[src/rtl/acumulador_punto_fijo.sv]
// Block accumulator for sign-magnitude Q16.15 samples.
// Sums N_MUESTRAS samples, emits one saturated sign-magnitude result.
module acumulador_punto_fijo #(
  parameter int N_MUESTRAS = 8,
  parameter int ACC_W      = 40
) (
  input  logic        clk,
  input  logic        rst,
  input  logic        in_valid,
  output logic        in_ready,
  input  logic [31:0] in_data,
  output logic        out_valid,
  input  logic        out_ready,
  output logic [31:0] out_data,
  output logic        overflow
);

  typedef enum logic {ACUM, SALIDA} estado_t;

  localparam logic signed [ACC_W-1:0] MAXV =
    {{(ACC_W-31){1'b0}}, {31{1'b1}}};
  localparam logic signed [ACC_W-1:0] MINV = -MAXV;
  localparam logic [7:0] ULTIMO = 8'(N_MUESTRAS - 1);

  estado_t r_estado;
  estado_t w_estado_sig;

  logic signed [ACC_W-1:0] r_acc;
  logic [7:0]              r_cnt;
  logic [31:0]             r_out_data;
  logic                    r_overflow;

  logic signed [ACC_W-1:0] w_mag;
  logic signed [ACC_W-1:0] w_conv;
  logic signed [ACC_W-1:0] w_suma;
  logic signed [ACC_W-1:0] w_abs;
  logic                    w_sat_pos;
  logic                    w_sat_neg;
  logic                    w_neg;
  logic [31:0]             w_res;
  logic                    w_hs_in;
  logic                    w_ultima;
  logic                    w_hs_out;

  assign w_mag  = {{(ACC_W-31){1'b0}}, in_data[30:0]};
  assign w_conv = in_data[31] ? -w_mag : w_mag;
  assign w_suma = r_acc + w_conv;
  assign w_abs  = w_suma[ACC_W-1] ? -w_suma : w_suma;

  assign w_sat_pos = w_suma > MAXV;
  assign w_sat_neg = w_suma < MINV;
  // A zero magnitude always gets a positive sign
  assign w_neg = w_suma[ACC_W-1] & (w_abs != '0);

  always_comb begin
    w_res = {w_neg, w_abs[30:0]};
    if (w_sat_pos) w_res = 32'h7FFF_FFFF;
    if (w_sat_neg) w_res = 32'hFFFF_FFFF;
  end

  assign in_ready  = (r_estado == ACUM) & ~rst;
  assign out_valid = (r_estado == SALIDA);
  assign out_data  = r_out_data;
  assign overflow  = r_overflow;

  assign w_hs_in  = in_valid & in_ready;
  assign w_ultima = w_hs_in & (r_cnt == ULTIMO);
  assign w_hs_out = out_valid & out_ready;

  always_comb begin
    w_estado_sig = r_estado;
    unique case (r_estado)
      ACUM:   if (w_ultima) w_estado_sig = SALIDA;
      SALIDA: if (out_ready) w_estado_sig = ACUM;
    endcase
  end

  always_ff @(posedge clk) begin
    if (rst) begin
      r_estado   <= ACUM;
      r_acc      <= '0;
      r_cnt      <= '0;
      r_out_data <= '0;
      r_overflow <= 1'b0;
    end else begin
      r_estado <= w_estado_sig;
      if (w_hs_in) begin
        r_acc <= w_suma;
        r_cnt <= r_cnt + 8'd1;
        if (w_ultima) begin
          r_out_data <= w_res;
          r_overflow <= w_sat_pos | w_sat_neg;
        end
      end
      if (w_hs_out) begin
        r_acc <= '0;
        r_cnt <= '0;
      end
    end
  end

endmodule

[config.mk]
export PLATFORM = sky130hd
export DESIGN_NAME = acumulador_punto_fijo
export DESIGN_NICKNAME = d
export VERILOG_FILES = /design/src/rtl/acumulador_punto_fijo.sv
export SDC_FILE = /design/constraint.sdc
export NUM_CORES = 1
export LEC_CHECK = 0
export CAP_MARGIN = 15
export CORE_MARGIN = 5
export CORE_UTILIZATION = 40
export CTS_BUF_LIST = sky130_fd_sc_hd__clkbuf_16
export DETAILED_ROUTE_END_ITERATION = 6
export PLACE_DENSITY_LB_ADDON = 0.05
export SLEW_MARGIN = 30
export SYNTH_ARGS = -nofsm -noshare
export SYNTH_HDL_FRONTEND = slang
export SYNTH_SLANG_ARGS = --single-unit
[constraint.sdc]
create_clock -name clk -period 14 [get_ports clk]
set_clock_uncertainty 0.05 [all_clocks]
set_input_delay 4.2 -clock clk [delete_from_list [all_inputs] [get_ports clk]]
set_output_delay 4.2 -clock clk [all_outputs]
set_load 0.1 [all_outputs]
==> results.cfg <==
[routing]
drt-initial-drc-count = 691
drtPass1Iterations = 5
drc = 0
routed_via_density = 5.702
wl_per_cell_um = 17.51
num_vias = 7829
drt.antenna.violating_nets = 0
route.final.wire_length_um = 24040

[worst_setup_path]
reg2reg_to = out_data[31]
critical_path_buf_inv_count = 3
critical_path.cell_chain = clkdlybuf4s50_1, or3_1, or3b_2, or3_1, nand2b_1, nand2b_1, nand2b_1, o31ai_1, xnor2_1, ha_1, a21oi_1, o21ai_0, a221oi_1, a21boi_0, xor2_1, buf_4, o211ai_1, or4_1, nor4_1, a21oi_2, nor2b_2, buf_4, a211oi_1
startpoint_type = input pin
crit_type = input pin to flip-flop
critical_path_peak_fanout = 25
critical_path.startpoint = in_data[3]
timing.critical_path.depth = 23
cell_seen_most_often_among_critical_path_stages = sky130_fd_sc_hd__nand2b_1
critical-path-top-delay-family = simple AND/OR/NAND/NOR gates
delay_of_the_slowest_cell_on_the_worst_path_ps = 550
r2r_setup_slack_ps = 8890
reg2reg_depth = 15
crit_path_end = out_data[9]
critical_path.endpoint_type = flip-flop
timing.critical_path.slowest_stage_cell = sky130_fd_sc_hd__or4_1
worst-endpoint-arrival_ps = 10830
crit-reg2reg-launch = r_acc[0]
required_ps = 14170

[finish]
postLayoutCellArea_mm2 = 0.009071
fill_cells = 2040
area_growth_syn_to_layout_pct = 15.98
post-route-util_pct = 46.92
multi_input_area_mm2 = 0.005886
fin_cells = 1373
layout_cells_sized_above_1_pct = 6.318
finish.net_count = 1184
regArea_mm2 = 0.001642
diodes = 0

[placement]
detailed_place_hpwl_um = 18680
buffer_ports.inserted = 70
post-place-cells = 1357
routabilityCongestion = 0.9222
dpl_cell_area_mm2 = 0.008740

[floorplan]
initial_core_utilization_pct = 40.45
die_area_mm2 = 0.02245
fp.dieH_um = 149.8
design.portCount = 71
num_rows = 51
dieWidth_um = 149.8
core_area_mm2 = 0.01933

[yosys]
synth_top_cells_by_count = sky130_fd_sc_hd__nand2_1, sky130_fd_sc_hd__nor2_1, sky130_fd_sc_hd__a21oi_1, sky130_fd_sc_hd__dfxtp_1, sky130_fd_sc_hd__xnor2_1
synth.yosys.warnings = 0
post-synth-top-area-cell = sky130_fd_sc_hd__dfxtp_1
synth_fp_nets = 1149
synthesis.area_mm2 = 0.007821
synth_async_sr_flop_share_pct = 0
netlist_instances = 1068
synth_cell_type_count = 78
synth_edf_count = 0
synth.area.top_cells = sky130_fd_sc_hd__dfxtp_1, sky130_fd_sc_hd__xnor2_1, sky130_fd_sc_hd__ha_1
synth_top_cell_area_share_pct = 20.99
syn_avg_cell_area_um2 = 7.323
synth_seq_area_share_pct = 20.99
synth_seq_cells = 82
synthMostInstantiatedCell = sky130_fd_sc_hd__nand2_1
synthFlopType = sky130_fd_sc_hd__dfxtp_1

[hold_path]
holdCritPathClass = flip-flop to flip-flop

[run_status]
outcome = finished, final reports clean

[timing]
slew_viol_final = 0
hold_slack_ps = 411.9
grt_setup_unrepaired = false
timing_hold_violations_final = 0
worst-slew-pin-transition_ps = 979.0
totalNegativeSetupSlack_ps = 0
finalCritPeriodShare_pct = 76.12
post-route-min-period_ps = 10660
relSlewSlack_pct = 34.53
max_freq_mhz = 93.84
setup_viol = 0

[clock_tree]
post_cts_buffers = 0
root_buffer = sky130_fd_sc_hd__clkbuf_16
clk_pin_slew_ps = 70
hold_buffers = 0
cts_buffer_depth = 2
cts_tree = done
gates_resized_cts_repair = 0
cts_max_level = 3
tritoncts.num_buffers = 9
worst_skew_pair.late_latency_ps = 360
cts.sink_count = 82

[pwr]
static_leakage_nw = 3.322
power.ir.vdd_worst_v = 0.00006208
pwr_cell_area_mw_per_mm2 = 108.2

[flow_run]
cap_violations = 0

[global_route]
grt_pass1_vias = 7292
global_route_wire_length_before_repair_um = 39490
grt_util_all_layers_pct = 21.78
grt-ovfl-total = 0
maximum_number_of_pins_on_one_net_before_global_route_repair = 50
antenna_found_initial = 0
## tightest hold or removal path: stages (launching register included)
cell and delay, ps:
sky130_fd_sc_hd__dfxtp_1 310, sky130_fd_sc_hd__nand2_1 50, sky130_fd_sc_hd__a21oi_1 50
## power by group
| group | internal, W | switching, W |
|---|---|---|
| sequential | 0.000243 | 0.00000625 |
| clock | 0.000160 | 0.000113 |
| combinational | 0.000164 | 0.000295 |
## logic make-up (layout without fill, tap and decap cells)
logic type,Yosys count,in the layout,synth area share (%)
and+or+nand+nor,436,436,27.44
AOI/OAI and AO/OA,327,327,28.80
xor gates and xnor gates,93,93,10.51
DFF,82,82,20.99
buffers and inverters,78,118,4.047
adders and majority gates,45,45,7.295
muxes,7,7,0.9279
## area by class of cell
cell class | instances | share of cell area, %
Clock buffer | 9 | 2.483
Timing Repair Buffer | 86 | 9.048
Multi-Input combinational cell | 908 | 64.88
Tap cell | 265 | 3.655
Clock inverter | 7 | 1.172
Sequential cell | 82 | 18.10
Inverter | 16 | 0.6621
## worst min-delay path by stage
stage / from / to / cells after the start
finish: r_acc[0] / r_acc[0] / 2
global route: r_acc[16] / r_acc[16] / 2
CTS: r_acc[17] / r_acc[17] / 2
detailed placement: r_acc[17] / r_acc[17] / 2
global placement: r_acc[0] / r_acc[0] / 2
floorplan: r_acc[0] / r_acc[0] / 2
## stage by stage
stage | power (W) | setup WS (ps)
floorplan | 0.0005793 | 4072
global placement | 0.0007065 | 3032
detailed placement | 0.0007040 | 3036
CTS | 0.0009829 | 3362
global route | 0.001046 | 2830
finish | 0.0009817 | 3344
## metal layers
metal / wire length (µm) / GRT usage, % / part of all wire [%]
met1: 12570 / 34.23 / 52
met3: 1334 / 2.483 / 5.5
met2: 9895 / 31.54 / 41
met4: 235 / 4.758 / 0.98
met5: 0 / 0 / 0
## flip-flops by register name, indices dropped and copies added (netlist names)
name       count
r_acc         40
out_data      32
r_cnt          8
out_valid      1
overflow       1
## cells in the final DEF (no fill, tap or decap), types with 6 or more instances in the layout
master / Yosys / final
sky130_fd_sc_hd__clkbuf_16: 0 / 9
sky130_fd_sc_hd__o31ai_1: 16 / 16
sky130_fd_sc_hd__nand4_1: 14 / 14
sky130_fd_sc_hd__buf_4: 1 / 16
sky130_fd_sc_hd__ha_1: 44 / 44
sky130_fd_sc_hd__nor3b_1: 8 / 8
sky130_fd_sc_hd__or3_1: 12 / 12
sky130_fd_sc_hd__a21boi_0: 6 / 6
sky130_fd_sc_hd__o211ai_1: 11 / 11
sky130_fd_sc_hd__a211oi_1: 33 / 33
sky130_fd_sc_hd__nor4_1: 13 / 13
sky130_fd_sc_hd__nand3_1: 29 / 29
sky130_fd_sc_hd__nand2_1: 136 / 136
sky130_fd_sc_hd__o21bai_1: 8 / 8
sky130_fd_sc_hd__nor2_1: 121 / 121
sky130_fd_sc_hd__dfxtp_1: 82 / 82
sky130_fd_sc_hd__a21o_1: 21 / 21
sky130_fd_sc_hd__xnor2_1: 65 / 64
sky130_fd_sc_hd__o21ai_0: 50 / 50
sky130_fd_sc_hd__and4_1: 6 / 6
sky130_fd_sc_hd__nor3_1: 23 / 22
sky130_fd_sc_hd__o31a_1: 7 / 7
sky130_fd_sc_hd__a21oi_1: 93 / 93
sky130_fd_sc_hd__inv_1: 16 / 16
sky130_fd_sc_hd__xor2_1: 27 / 26
sky130_fd_sc_hd__a211oi_2: 9 / 9
sky130_fd_sc_hd__o41ai_1: 6 / 6
sky130_fd_sc_hd__o21a_1: 12 / 12
sky130_fd_sc_hd__and3_1: 10 / 10
sky130_fd_sc_hd__and2_1: 8 / 8
sky130_fd_sc_hd__a31oi_1: 10 / 10
sky130_fd_sc_hd__a2bb2oi_1: 6 / 6
sky130_fd_sc_hd__clkdlybuf4s50_1: 0 / 70
sky130_fd_sc_hd__nor2b_1: 7 / 6
sky130_fd_sc_hd__nand2b_1: 8 / 8
sky130_fd_sc_hd__or4_1: 16 / 16
Power figures use the tool's default switching activity.
